==> config.mk <==
export PLATFORM = sky130hd
export DESIGN_NAME = mul_share_arbiter
export DESIGN_NICKNAME = d
export VERILOG_FILES = /design/src/rtl/mul_share_arbiter.sv
export SDC_FILE = /design/constraint.sdc
export NUM_CORES = 1
export LEC_CHECK = 0
export ABC_AREA = 1
export CORE_AREA = 10 10 173 175
export DETAILED_ROUTE_END_ITERATION = 7
export DIE_AREA = 0 0 183 185
export HOLD_SLACK_MARGIN = 0.15
export MAX_ROUTING_LAYER = met4
export PLACE_DENSITY = 0.79
export SLEW_MARGIN = 0
export SYNTH_ARGS = -nofsm -noshare
export SYNTH_HDL_FRONTEND = slang
export SYNTH_SLANG_ARGS = --single-unit
==> constraint.sdc <==
create_clock -name clk -period 3.1 [get_ports clk]
set_clock_uncertainty 0.2 [all_clocks]
set_input_delay 0.465 -clock clk [delete_from_list [all_inputs] [get_ports clk]]
set_output_delay 0.465 -clock clk [all_outputs]
set_load 0.02 [all_outputs]
==> src/rtl/mul_share_arbiter.sv <==
// -----------------------------------------------------------------------------
// mul_share_arbiter
//
// Shares one multi-cycle multiplier among NREQ requesters. Requests are
// accepted one at a time with round-robin priority. The block issues a
// one-cycle start pulse with registered operands. It then waits for the
// multiplier's ready flag and returns the full 2n-bit product to the owner
// together with a one-cycle done pulse. A watchdog aborts a multiply that
// never completes and reports it through err.
//
// Ports
//   clk, rst          rising-edge clock, synchronous active-high reset
//   req               request level per requester
//   req_a, req_b      packed operands, slice i = [i*n +: n]
//   gnt               one-hot pulse: request of that requester accepted
//   done              one-hot pulse: result/err valid for that requester
//   result            product of the last completed job (0 on abort)
//   err               1 = last job aborted by the watchdog
//   busy              high whenever the sequencer is not idle
//   mul_start         one-cycle start pulse to the multiplier
//   mul_multiplier    registered operand, stable from issue to delivery
//   mul_multiplicand  registered operand, stable from issue to delivery
//   mul_ready         multiplier completion flag
//   mul_product       multiplier result, valid while mul_ready is high
// -----------------------------------------------------------------------------
module mul_share_arbiter #(
  parameter int n       = 32,
  parameter int NREQ    = 4,
  parameter int TIMEOUT = 2*n+8
) (
  input  logic              clk,
  input  logic              rst,
  input  logic [NREQ-1:0]   req,
  input  logic [NREQ*n-1:0] req_a,
  input  logic [NREQ*n-1:0] req_b,
  output logic [NREQ-1:0]   gnt,
  output logic [NREQ-1:0]   done,
  output logic [2*n-1:0]    result,
  output logic              err,
  output logic              busy,
  output logic              mul_start,
  output logic [n-1:0]      mul_multiplier,
  output logic [n-1:0]      mul_multiplicand,
  input  logic              mul_ready,
  input  logic [2*n-1:0]    mul_product
);

  localparam int IDX_W = (NREQ > 1) ? $clog2(NREQ) : 1;
  localparam int CNT_W = $clog2(TIMEOUT + 1);

  localparam logic [NREQ-1:0]  ONE_HOT0 = NREQ'(1);
  localparam logic [IDX_W-1:0] PTR_RST  = IDX_W'(NREQ - 1);
  localparam logic [CNT_W-1:0] CNT_LAST = CNT_W'(TIMEOUT - 1);

  typedef enum logic [1:0] {
    ST_IDLE,
    ST_ISSUE,
    ST_WAIT,
    ST_DELIVER
  } state_t;

  state_t             state_q, state_d;
  logic [IDX_W-1:0]   owner_q, owner_d;
  logic [IDX_W-1:0]   ptr_q, ptr_d;
  logic [CNT_W-1:0]   cnt_q, cnt_d;
  logic [NREQ-1:0]    gnt_q, gnt_d;
  logic [NREQ-1:0]    done_q, done_d;
  logic [2*n-1:0]     result_q, result_d;
  logic               err_q, err_d;
  logic               busy_q, busy_d;
  logic               start_q, start_d;
  logic [n-1:0]       mplier_q, mplier_d;
  logic [n-1:0]       mcand_q, mcand_d;

  // ---------------------------------------------------------------------------
  // Operand unpacking
  // ---------------------------------------------------------------------------
  logic [n-1:0] a_slice [NREQ];
  logic [n-1:0] b_slice [NREQ];

  for (genvar gi = 0; gi < NREQ; gi++) begin : g_slice
    assign a_slice[gi] = req_a[gi*n +: n];
    assign b_slice[gi] = req_b[gi*n +: n];
  end

  // ---------------------------------------------------------------------------
  // Round-robin search
  // Candidate k (k = 0..NREQ-1) is requester (ptr + k + 1) mod NREQ. The
  // modulo is folded into a compare/subtract so no divider is built, and the
  // last candidate is always ptr itself (the previous owner is served last).
  // ---------------------------------------------------------------------------
  logic [IDX_W-1:0] cand_idx [NREQ];
  logic [NREQ-1:0]  cand_hit;
  logic             win_valid;
  logic [IDX_W-1:0] win_idx;

  for (genvar gi = 0; gi < NREQ; gi++) begin : g_cand
    localparam int OFS = gi + 1;
    if (OFS == NREQ) begin : g_self
      assign cand_idx[gi] = ptr_q;
    end else begin : g_wrap
      assign cand_idx[gi] = (ptr_q >= IDX_W'(NREQ - OFS))
                          ? (ptr_q - IDX_W'(NREQ - OFS))
                          : (ptr_q + IDX_W'(OFS));
    end
    assign cand_hit[gi] = req[cand_idx[gi]];
  end

  // Walk from the lowest-priority candidate up so the nearest hit wins.
  always_comb begin
    win_valid = 1'b0;
    win_idx   = ptr_q;
    for (int k = NREQ - 1; k >= 0; k--) begin
      if (cand_hit[k]) begin
        win_valid = 1'b1;
        win_idx   = cand_idx[k];
      end
    end
  end

  // ---------------------------------------------------------------------------
  // Sequencer next-state and registered-output logic
  // ---------------------------------------------------------------------------
  always_comb begin
    state_d  = state_q;
    owner_d  = owner_q;
    ptr_d    = ptr_q;
    cnt_d    = cnt_q;
    gnt_d    = '0;
    done_d   = '0;
    start_d  = 1'b0;
    result_d = result_q;
    err_d    = err_q;
    mplier_d = mplier_q;
    mcand_d  = mcand_q;

    unique case (state_q)
      ST_IDLE: begin
        // mul_ready is deliberately not looked at here: a late ready from
        // an aborted job must not leak into anything.
        if (win_valid) begin
          owner_d  = win_idx;
          mplier_d = a_slice[win_idx];
          mcand_d  = b_slice[win_idx];
          gnt_d    = ONE_HOT0 << win_idx;
          start_d  = 1'b1;
          state_d  = ST_ISSUE;
        end
      end

      ST_ISSUE: begin
        cnt_d   = '0;
        state_d = ST_WAIT;
      end

      ST_WAIT: begin
        cnt_d = cnt_q + CNT_W'(1);
        // cnt_q == 0 marks the first WAIT cycle; a ready seen there still
        // belongs to the previous job and is ignored. Ready is tested before
        // the watchdog so a completion on the last allowed cycle wins.
        if ((cnt_q != '0) && mul_ready) begin
          result_d = mul_product;
          err_d    = 1'b0;
          done_d   = ONE_HOT0 << owner_q;
          state_d  = ST_DELIVER;
        end else if (cnt_q == CNT_LAST) begin
          result_d = '0;
          err_d    = 1'b1;
          done_d   = ONE_HOT0 << owner_q;
          state_d  = ST_DELIVER;
        end
      end

      ST_DELIVER: begin
        ptr_d   = owner_q;
        state_d = ST_IDLE;
      end

      default: begin
        state_d = ST_IDLE;
      end
    endcase

    // busy is registered, so it follows the state being entered.
    busy_d = (state_d != ST_IDLE);
  end

  always_ff @(posedge clk) begin
    if (rst) begin
      state_q  <= ST_IDLE;
      owner_q  <= '0;
      ptr_q    <= PTR_RST;
      cnt_q    <= '0;
      gnt_q    <= '0;
      done_q   <= '0;
      result_q <= '0;
      err_q    <= 1'b0;
      busy_q   <= 1'b0;
      start_q  <= 1'b0;
      mplier_q <= '0;
      mcand_q  <= '0;
    end else begin
      state_q  <= state_d;
      owner_q  <= owner_d;
      ptr_q    <= ptr_d;
      cnt_q    <= cnt_d;
      gnt_q    <= gnt_d;
      done_q   <= done_d;
      result_q <= result_d;
      err_q    <= err_d;
      busy_q   <= busy_d;
      start_q  <= start_d;
      mplier_q <= mplier_d;
      mcand_q  <= mcand_d;
    end
  end

  assign gnt              = gnt_q;
  assign done             = done_q;
  assign result           = result_q;
  assign err              = err_q;
  assign busy             = busy_q;
  assign mul_start        = start_q;
  assign mul_multiplier   = mplier_q;
  assign mul_multiplicand = mcand_q;

endmodule
After elaboration in Yosys (flattened, before gate mapping):

Cells that the tools add are included.
Widths: inputs -> output; s select.

* register bits after elaboration: 152
* input port bits: 327
* output and inout port bits: 139
* word-level logic and storage cells: 84

* add/subtract/negate cells: 7
* magnitude comparators: 8
* eq/ne operators: 4
* shift operators: 2
* muxes and demuxes: 36
* bitwise gates (word level): 4
* reductions and logical operators: 11

Operator list (number)
* $bmux 32 s2: 2
* $mux 32: 4
* $mux 64: 2
* $mux 2: 9
* $pmux 7 s2: 1
* $lt 2x3->1 const B: 4
* $mux 1: 11
* $bmux 1 s2: 4
* $mux 4: 2
* $pmux 2 s4: 1
* $shl 1x2->4 const A: 2
* $add 7x1->7 const B: 1
* $eq 7x7->1 const B: 1
* $reduce_bool 7->1: 1
* $reduce_bool 2->1: 3
* $add 2x2->2 const B: 2
* $eq 2x2->1 const B: 2
* $ge 2x2->1 const B: 2
* $reduce_and 2->1: 2
* $reduce_or 2->1: 2
* $sub 2x2->2 const B: 2
* $ge 3x3->1 const B: 1
* $not 1->1: 3
* $not 2->3: 1
* other kinds (7): 7

Depth between registers and ports, before layout:

Gate-level depths: netlist of the first run.

* depth after elaboration: 11
* mapped depth: 16
* depth with buffers taken out: 14

Worst setup path before layout of the first run:

OpenSTA, ideal clock, no wires.

* kind: input -> register
* start point: input req[3]
* end point: register mcand_q[0], in the netlist mul_multiplicand[0]
* library setup time: 0.109 ns
* arrival time: 1.579 ns
* data required time: 2.791 ns
* slack: 1.212 ns
* cell stages on the path: 15
* path buffers: 2
* cells stage by stage: inv_1 > nand2_1 > nand3_1 > nand2_1 > inv_2 > nand2_2 > nand2_4 > nand2_4 > buf_6 > buf_4 > nand3_1 > nand3_1 > nand3_1 > nand2_1 > inv_1

* longest elaborated chain between the ends: 9
* elaborated cells between the ends (all ways): 20
* those cells by class: mux (18); bitwise (1); reduce/logical (1)

Ends and longest elaborated chain
* from (decl): RTL line 33 `input logic [NREQ-1:0] req,`
* $bmux 1 s2: RTL line 106 `assign cand_hit[gi] = req[cand_idx[gi]];`
* $mux 1 (not written as such): RTL line 106
* $mux 2 (3 in a row): RTL line 114 `if (cand_hit[k]) begin`
* $not 2->3 (not written as such): RTL line 144 `mcand_d = b_slice[win_idx];`
* $bmux 32 s2: RTL line 144
* $mux 32 (not written as such) (2 in a row): RTL line 144
* to (signal assigned): RTL line 214 `mcand_q <= mcand_d;`
* to (decl): RTL line 73 `logic [n-1:0] mcand_q, mcand_d;`

Several ways; a longest one is shown, not always the timed one. The select of a mux whose other input is x is not followed.
A chain may end at the register's enable or synchronous reset.

Worst setup path in the final report of the first run:

* start point: register ptr_q[0]
* end point: register mplier_q[2], in the netlist mul_multiplier[2]

* longest elaborated chain between the ends: 11
* elaborated cells between the ends (all ways): 32
* those cells by class: add/sub (6); order compare (3); mux (21); bitwise (1); reduce/logical (1)

Ends and longest elaborated chain
* from (decl): RTL line 64 `logic [IDX_W-1:0] ptr_q, ptr_d;`
* from (signal assigned): RTL line 205 `ptr_q <= ptr_d;`
* $add 2x2->2 (tied with other cells): RTL line 104 `: (ptr_q + IDX_W'(OFS));`
* $mux 2: RTL line 103 `? (ptr_q - IDX_W'(NREQ - OFS))`
* $bmux 1 s2: RTL line 106
* $mux 1 (not written as such): RTL line 106
* $mux 2 (3 in a row): RTL line 114
* $not 2->3 (not written as such): RTL line 143 `mplier_d = a_slice[win_idx];`
* $bmux 32 s2: RTL line 143
* $mux 32 (not written as such) (2 in a row): RTL line 143
* to (signal assigned): RTL line 213 `mplier_q <= mplier_d;`
* to (decl): RTL line 72 `logic [n-1:0] mplier_q, mplier_d;`

Several ways; a longest one is shown, not always the timed one. The select of a mux whose other input is x is not followed.

==> flow_summary.json, run 1 <==
{
  "outcome": "completed",
  "yosysWarningCount": 0,
  "row_count": 60,
  "synth_edf_count": 0,
  "synthTopCellsByArea": "dfxtp_1, nand3_1, inv_1",
  "antenna_found_initial": 4,
  "crit_start": "ptr_q[0]$_SDFFE_PP1N_",
  "syn_inst": 1419,
  "start_util_pct": 34.2,
  "yosys.cell_types.count": 28,
  "ir_drop_mv": 0.358,
  "design_area_um2": 14500,
  "coreArea_um2": 26600,
  "setup_ws_ps": 497,
  "synthTopCellsByCount": "nand3_1, inv_1, nand2_1",
  "synth.top_cell.area_share_pct": 33.5,
  "gp_congestion": 0.914,
  "clock_path_buffers": 2,
  "worst_pin_slew_ps": 649,
  "slew_headroom_pct": 56.7,
  "whs_path_depth": 2,
  "cts-resized-gates": 0,
  "clock.fmax_ghz": 0.384,
  "postCtsSetupRepairBufs": 0,
  "worstSetupPathType": "reg -> reg",
  "netlist_area_um2": 9080,
  "pwr_density_cell_nw_per_um2": 702,
  "p_sw_mw": 4.46,
  "min_path_type": "reg -> reg",
  "cts_sinks": 152,
  "wl_per_cell_um": 18.1,
  "dr.first_iter.drc_count": 664,
  "pre_cts_ws_ps": 331,
  "syn_area_per_cell_um2": 6.40,
  "async_flop_share_pct": 0,
  "hpwlAfterDp_mm": 30.1,
  "pwr-share-clk_pct": 20.5,
  "drc": 0,
  "crit_fanout": 64,
  "first_pass_iters": 6,
  "via_per_inst": 4.95,
  "first_global_vias": 10800,
  "grt_first_pass_wirelength_mm": 59.5,
  "grt.overflow.total": 0,
  "power_frac_comb_pct": 53.7,
  "syn-num-nets": 1752,
  "ys.flop_type": "dfxtp_1",
  "place_area_um2": 13900,
  "ant_nets": 0,
  "drive_above_1_share_pct": 3.98,
  "ios": 466,
  "totalPowerFinal_mw": 10.2,
  "cp.arrival_ps": 2720,
  "timing.rr.start": "ptr_q[0]$_SDFFE_PP1N_",
  "die-area_um2": 33900,
  "finalHoldViolations": 0,
  "rsz0062_at_grt": "no",
  "wirelength_mm": 39.5,
  "setup.worst_path.start_class": "flop",
  "finalCritPeriodShare_pct": 84.0,
  "path_clk_slew_ps": 80,
  "worst_ep_required_time_ps": 3220,
  "cts_hold_buf": 0,
  "vias": 10800,
  "cts_tree": "done",
  "p_seq_share_pct": 25.8,
  "numCtsBuffers": 17,
  "p_sw_share_pct": 43.8,
  "grt_max_degree": 69,
  "slew_viol_final": 0,
  "nets": 2156,
  "yosysTopAreaCell": "dfxtp_1",
  "crit_path_end_kind": "flop",
  "insertion_delay_ps": 420,
  "yosysMostFrequentCell": "nand3_1",
  "area_growth_pct": 59.7,
  "maxCapViolCount": 0,
  "seq_area_frac_synth_pct": 33.5,
  "cts_max_level": 4,
  "min_from": "err$_SDFFE_PP0P_",
  "die_y_um": 185,
  "internal_power_mw": 5.72,
  "port_buffers": 465,
  "root_buffer": "clkbuf_16",
  "finalSetupTns_ps": 0,
  "fin_crit_ps": 2600,
  "power_leakage_nw": 7.18,
  "ff2ff_path_depth": 14,
  "die_w_um": 183,
  "synth_seq_cells": 152,
  "finalSetupViolations": 0,
  "grt_usage_pct": 22.9
}
metrics by stage:
step	instances	hold WS (ps)	util, %
2_1_floorplan	1419	226	-
3_3_place_gp	2145	258	52.3
3_5_place_dp	2145	274	52.3
4_1_cts	2177	288	54.5
5_1_grt	2181	320	54.6
6_report	2184	290	54.6
critical path, stage by stage (launching register included):
cell and delay (ps):
dfxtp_1 590, inv_2 180, nand2_1 90, nand2_1 80, nand2_1 100, nand2_1 90, nand2_2 140, nand2_4 80
nand2_4 150, buf_12 270, nand3_1 200, nand3_1 130, nand3_1 70, nand2_1 60, inv_1 30
routing by layer:
| layer | vias to the layer above | global-route usage [%] | wire (um) |
|---|---|---|---|
| met5 | - | - | 0 |
| met4 | 0 | 10.2 | 1490 |
| met3 | 67 | 8.74 | 4260 |
| met2 | 470 | 37.3 | 18900 |
| met1 | 4979 | 24.3 | 14800 |
| li1 | 5287 | - | - |
flip-flops by register name, indices dropped and copies added, names as in the netlist:
signal,flops
result,64
mul_multiplicand,32
mul_multiplier,32
cnt_q,7
done,4
gnt,4
owner_q,2
ptr_q,2
state_q,2
busy,1
err,1
mul_start,1
power by group through the flow:
stage                     clock, mW  combinational [mW]  sequential (mW)
after global placement            0                5.41             2.66
after floorplan                   0                2.92             3.12
after detailed placement          0                5.50             2.67
final                          2.08                5.47             2.63
after CTS                      2.15                5.52             2.63
after global routing           2.23                6.02             2.68
worst paths after layout:
path / slack (ps) / endpoint
setup / recovery: 500 / mul_multiplier[2]$_SDFFE_PP0P_
hold / removal: 290 / err$_SDFFE_PP0P_
setup reg to reg: 500 / mul_multiplier[2]$_SDFFE_PP0P_
hold reg to reg: 290 / err$_SDFFE_PP0P_
cells in the final DEF (no fill, tap or decap), types with 11 or more instances in the layout:
| cell type | instances |
|---|---|
| buf_4 | 11 |
| nand3_1 | 391 |
| clkdlybuf4s50_1 | 464 |
| inv_1 | 343 |
| nor2_1 | 147 |
| dfxtp_1 | 152 |
| buf_12 | 14 |
| nand2_1 | 167 |
| a32o_1 | 64 |
| clkbuf_16 | 17 |
cell families after synthesis:
group / synth area share, %
flip-flops: 33.5
AND/OR/NAND/NOR: 36.1
adder cells (fa/ha/maj): 0.826
buffers and inverters: 21.4
AO/OA/AOI/OAI: 8.22
area by class of cell:
class                      instances  area (um^2)
sequential                       152         3040
multi-input combinational        814         4110
tap                              341          427
fill                            2538        12100
clock buffer                      18          429
clock inverter                    14          155
antenna                            7         17.5
inverter                         349         1320
timing repair buffer             489         5010
Note: power is estimated with default switching activity, not from simulation.
==> inputs of run 2 (changes only) <==
- PLACE_DENSITY: 0.79 -> 0.82
- clock period: 3.1 -> 2.2 ns (I/O delays scaled with it)
==> run 2 against run 1 <==
  * Global-route usage grew 1.0 points
  * Core utilization grew 4.6 points
  * Via count grew 6.5%
  * Count of clock-buffer cells in the layout is the same
  * Clock power grew 51%
  * Largest cell class unchanged
  * First-iteration DRC count grew 37%
  * Cell count grew 3.3%
  * Power grew 61%
==> flow_summary.json, run 2 (synthesis results as in run 1) <==
{
  "via_per_inst": 5.10,
  "first_pass_iters": 6,
  "cts_sinks": 152,
  "rsz0062_at_grt": "yes",
  "pwr_density_cell_nw_per_um2": 1040,
  "finalSetupViolations": 0,
  "grt_max_degree": 58,
  "antenna_found_initial": 2,
  "whs_path_depth": 2,
  "ant_nets": 0,
  "cts_tree": "done",
  "grt.overflow.total": 0,
  "vias": 11500,
  "ff2ff_path_depth": 15,
  "cp.arrival_ps": 2270,
  "ir_drop_mv": 0.455,
  "start_util_pct": 34.2,
  "whs_ps": 289,
  "grtUsageMet3_pct": 7.88,
  "maxCapViolCount": 0,
  "worstSetupPathType": "reg -> reg",
  "cpMaxStageDelayCell": "dfxtp_2",
  "path_cells": "buf_6, nand2_1, nand3_2, nand2_1, inv_2, nand2_4, nand2_8, nand2_8, buf_12, buf_12, nand3_1, nand3_1, nand3_2, nand2_1, inv_1",
  "totalPowerFinal_mw": 16.4,
  "worst_path_most_repeated_cell": "nand2_1",
  "wirelength_mm": 43.6,
  "gp_congestion": 0.916,
  "clock_path_buffers": 2,
  "dr.first_iter.drc_count": 909,
  "slew_viol_final": 0,
  "pre_cts_ws_ps": -387,
  "drive_above_1_share_pct": 10.1,
  "drc": 0,
  "path_clk_slew_ps": 80,
  "finalHoldViolations": 0,
  "cts_max_level": 4,
  "slew_headroom_pct": 67.1,
  "timing.rr.start": "ptr_q[0]$_SDFFE_PP1N_",
  "grt_busiest_layer": "met2",
  "wl_per_cell_um": 19.3,
  "r2r_slack_ps": 50,
  "clock.fmax_ghz": 0.464,
  "globalRouteMet2Util_pct": 39.2,
  "crit_buf_inv": 5,
  "placedCellCount": 2201,
  "cp_top_family": "simple AND/OR/NAND/NOR gates",
  "setup.worst_path.start_class": "flop",
  "fin_crit_ps": 2150,
  "finalCritPeriodShare_pct": 97.9,
  "numCtsBuffers": 17,
  "design_area_um2": 15700,
  "row_count": 60,
  "grt_usage_pct": 23.9,
  "coreArea_um2": 26600,
  "die_w_um": 183,
  "max_stage_delay_ps": 340,
  "hold_end": "result[9]$_SDFFE_PP0P_",
  "insertion_delay_ps": 420,
  "grt_first_pass_wirelength_mm": 62.3,
  "worst_ep_required_time_ps": 2310,
  "crit_fanout": 12,
  "largest_reg_flops": 64,
  "place_area_um2": 14500,
  "die_y_um": 185,
  "layout_commonest_cell": "clkdlybuf4s50_1",
  "die-area_um2": 33900,
  "ios": 466,
  "min_path_type": "in -> reg",
  "first_global_vias": 11300,
  "use_met1_pct": 26.3,
  "root_buffer": "clkbuf_16",
  "worst_pin_slew_ps": 493,
  "power_leakage_nw": 7.77,
  "area_growth_pct": 73.2,
  "nets": 2232,
  "crit_path_end_kind": "flop",
  "port_buffers": 465,
  "final_cell_mix": "clkdlybuf4s50_1, nand3_1, inv_1",
  "min_from": "mul_product[9]",
  "setup_ws_ps": 45.4,
  "final_cells": 2256,
  "outcome": "completed",
  "rr_endpoint": "mul_multiplier[27]$_SDFFE_PP0P_",
  "hpwlAfterDp_mm": 31.6
}
-- run 2: report_power, final --
group | internal [mW] | switching (mW)
Combinational | 4.43 | 5.10
Sequential | 3.36 | 0.366
Clock | 1.74 | 1.41
Total | 9.53 | 6.88
-- run 2: timing repair --
item                                   4_1_cts  5_1_grt
endpoints found under the hold margin        4        0
setup buffers                                0        7
setup endpoints to repair                    6       69
hold buffers                                 1        0
resized for setup                            1       68
gates cloned                                 0       12
pin swaps                                    0       16
-- run 2: metal layers --
layer,routed length [um],vias to the layer above
li1,-,5441
met1,16600,5302
met2,20900,663
met3,4320,99
met4,1700,0
met5,0,-
-- run 2: final cells by class --
| class | count | area [um^2] |
|---|---|---|
| Fill cell | 2352 | 10800 |
| Timing Repair Buffer | 565 | 6020 |
| Multi-Input combinational cell | 814 | 4300 |
| Sequential cell | 152 | 3050 |
| Inverter | 349 | 1320 |
| Clock buffer | 18 | 429 |
| Tap cell | 341 | 427 |
| Clock inverter | 14 | 181 |
| Antenna cell | 3 | 7.51 |
-- run 2: how the worst max path moves through the flow --
stage / cells after the start / startpoint / end
2_1_floorplan: 15 / ptr_q[0]$_SDFFE_PP1N_ / mul_multiplicand[26]$_SDFFE_PP0P_
5_1_grt: 14 / ptr_q[0]$_SDFFE_PP1N_ / mul_multiplier[2]$_SDFFE_PP0P_
3_3_place_gp: 16 / req[1] / mul_multiplier[25]$_SDFFE_PP0P_
3_5_place_dp: 16 / req[1] / mul_multiplier[3]$_SDFFE_PP0P_
6_report: 15 / ptr_q[0]$_SDFFE_PP1N_ / mul_multiplier[27]$_SDFFE_PP0P_
4_1_cts: 11 / ptr_q[0]$_SDFFE_PP1N_ / gnt[3]$_SDFF_PP0_
-- run 2: worst reg2reg max path: stages, from the launching register on --
cell	delay (ps)
dfxtp_2	340
buf_6	130
nand2_1	100
nand3_2	110
nand2_1	90
inv_2	50
nand2_4	120
nand2_8	80
nand2_8	130
buf_12	190
buf_12	150
nand3_1	70
nand3_1	110
nand3_2	90
nand2_1	60
inv_1	30
-- run 2: through the flow --
step	util, %	TNS (ps)
after floorplan	-	0
after global placement	54.6	-16110
after detailed placement	54.6	-20070
after CTS	56.9	0
after global routing	59.2	-2870
final	59.2	0
==> inputs of run 3 (changes only) <==
- ABC_AREA: 1 -> not set
- CORE_AREA: 10 10 173 175 -> 10 10 172 174
- DIE_AREA: 0 0 183 185 -> 0 0 182 184
- PLACE_DENSITY: 0.82 -> 0.72
- clock period: 2.2 -> 2.6 ns (I/O delays scaled with it)
==> run 3 against run 2 <==
  * Register-to-register slack better by 350 ps
  * Sequential cell count unchanged
  * Design area down 19%
  * Setup slack better by 350 ps
  * Sequential power down 17%
  * Hold slack worse by 20 ps
  * Non-clock buffer count down 71
  * Maximum frequency down 2.2%
  * Critical path depth down 9
  * Critical path type unchanged
  * Critical endpoint is now result[11]$_SDFFE_PP0P_
==> flow_summary.json, run 3 <==
{
  "syn_area_per_cell_um2": 11.5,
  "nets": 1413,
  "clock.fmax_ghz": 0.454,
  "layout_commonest_cell": "clkdlybuf4s50_1",
  "ff2ff_path_depth": 6,
  "yosysTopAreaCell": "dfxtp_1",
  "outcome": "completed",
  "cts_hold_buf": 0,
  "slew_headroom_pct": 69.4,
  "cts_max_level": 4,
  "worst_ep_required_time_ps": 2760,
  "synth_seq_cells": 152,
  "hpwlAfterDp_mm": 25.0,
  "wl_per_cell_um": 21.7,
  "synth.top_cell.area_share_pct": 42.9,
  "syn-num-nets": 951,
  "drc": 0,
  "rr_endpoint": "result[11]$_SDFFE_PP0P_",
  "antenna_found_initial": 1,
  "cp.arrival_ps": 2360,
  "ant_nets": 0,
  "pwr-share-clk_pct": 27.0,
  "design_area_um2": 12700,
  "whs_ps": 269,
  "finalCritPeriodShare_pct": 84.8,
  "yosysMostFrequentCell": "dfxtp_1",
  "ir_drop_mv": 0.449,
  "area_growth_pct": 79.3,
  "async_flop_share_pct": 0,
  "min_path_type": "reg -> reg",
  "setup.worst_path.start_class": "flop",
  "die_y_um": 184,
  "worstSetupPathType": "reg -> reg",
  "fin_util_pct": 49.0,
  "drive_above_1_share_pct": 11.2,
  "yosysWarningCount": 0,
  "path_clk_slew_ps": 80,
  "p_sw_mw": 3.51,
  "first_pass_iters": 4,
  "grt_usage_pct": 18.0,
  "nFillCells": 2324,
  "slew_viol_final": 0,
  "power_frac_comb_pct": 41.4,
  "synth_edf_count": 0,
  "place_area_um2": 12100,
  "start_util_pct": 27.4,
  "grt_first_pass_wirelength_mm": 45.6,
  "seq_area_um2": 3040,
  "ios": 466,
  "coreArea_um2": 25900,
  "internal_power_mw": 6.26,
  "largest_reg_flops": 64,
  "netlist_area_um2": 7090,
  "syn_inst": 618,
  "p_seq_share_pct": 31.5,
  "ys.flop_type": "dfxtp_1",
  "port_buffers": 465,
  "hold_end": "mul_multiplier[2]$_SDFFE_PP0P_",
  "synthTopCellsByArea": "dfxtp_1, mux2i_1, o221ai_2",
  "maxCapViolCount": 0,
  "crit_fanout": 54,
  "multi_input_area_um2": 3570,
  "final_cell_mix": "clkdlybuf4s50_1, dfxtp_1, mux2i_1",
  "timing.rr.start": "cnt_q[0]$_SDFFE_PP0P_",
  "rsz0062_at_grt": "no",
  "vias": 6776,
  "cts-resized-gates": 0,
  "power_leakage_nw": 4.99,
  "grt.overflow.total": 0,
  "crit_path_end_kind": "flop",
  "gp_congestion": 0.806,
  "root_buffer": "clkbuf_16",
  "p_sw_share_pct": 35.9,
  "dr.first_iter.drc_count": 232,
  "pwr_density_cell_nw_per_um2": 769,
  "cts_tree": "done",
  "yosys.cell_types.count": 45,
  "seq_area_frac_synth_pct": 42.9,
  "clock_path_buffers": 2,
  "cts_sinks": 152,
  "first_global_vias": 7397,
  "insertion_delay_ps": 430,
  "row_count": 59,
  "worst_pin_slew_ps": 458,
  "min_from": "mul_multiplier[2]$_SDFFE_PP0P_",
  "die-area_um2": 33500,
  "finalSetupViolations": 0,
  "numCtsBuffers": 17,
  "via_per_inst": 4.74,
  "fin_crit_ps": 2200,
  "wirelength_mm": 31.0,
  "die_w_um": 182,
  "r2r_slack_ps": 400,
  "postCtsSetupRepairBufs": 0,
  "finalHoldViolations": 0,
  "grt_max_degree": 65,
  "synthTopCellsByCount": "dfxtp_1, mux2i_1, nand2_1",
  "whs_path_depth": 2
}
-- run 3: final cells by class --
class	instances	area share, %
inverters	7	0.207
repair buffers	494	39.5
well taps	335	3.30
clock buffers	17	3.35
diodes	1	0.0197
flip-flops and latches	152	23.9
multi-input cells	408	28.1
clock inverters	15	1.58
-- run 3: power by group through the flow --
stage / clock network [mW] / logic, mW / registers, mW
after CTS: 2.72 / 4.11 / 3.08
final: 2.64 / 4.05 / 3.08
after global routing: 2.82 / 4.32 / 3.14
after global placement: 0 / 4.06 / 3.12
after floorplan: 0 / 1.69 / 3.62
after detailed placement: 0 / 4.10 / 3.13
-- run 3: worst max-delay path by stage --
stage | start | endpoint | slack [ps] | cells past startpoint
global route | cnt_q[0]$_SDFFE_PP0P_ | result[12]$_SDFFE_PP0P_ | 290 | 6
detailed placement | req[3] | mul_multiplier[30]$_SDFFE_PP0P_ | -10 | 8
CTS | cnt_q[0]$_SDFFE_PP0P_ | result[3]$_SDFFE_PP0P_ | 400 | 6
global placement | req[3] | mul_multiplicand[28]$_SDFFE_PP0P_ | 10 | 8
finish | cnt_q[0]$_SDFFE_PP0P_ | result[11]$_SDFFE_PP0P_ | 400 | 6
floorplan | req[3] | mul_multiplicand[19]$_SDFFE_PP0P_ | 610 | 8
-- run 3: logic make-up after synthesis --
kind of cell | count (synthesis) | synth area share, %
AOI/OAI and AO/OA | 149 | 22.4
DFF | 152 | 42.9
buffers and inverters | 58 | 7.12
xor gates and xnor gates | 3 | 0.371
and+or+nand+nor | 120 | 7.72
adders and majority gates | 6 | 1.06
muxes | 130 | 18.4
-- run 3: critical path, stage by stage, from the launching register on --
cell and delay (ps):
dfxtp_1 350, ha_1 230, and4_1 230, or2_4 280, a21oi_4 360, buf_12 280
a22o_1 170
-- run 3: stage by stage --
stage	setup slack [ps]	setup TNS [ps]	instances	power [mW]
floorplan	606	0	618	5.31
global placement	10.3	0	1396	7.18
detailed placement	-13.9	-41.6	1396	7.23
CTS	402	0	1428	9.91
global route	295	0	1429	10.3
finish	396	0	1429	9.77
-- run 3: routing by layer --
layer  global-route usage [%]  routed length [um]  up-vias
met1                     18.9               12000     3195
met3                     6.93                2740       22
li1                         -                   -     3260
met4                     3.16                 295        0
met5                        -                   0        -
met2                     31.9               15900      299
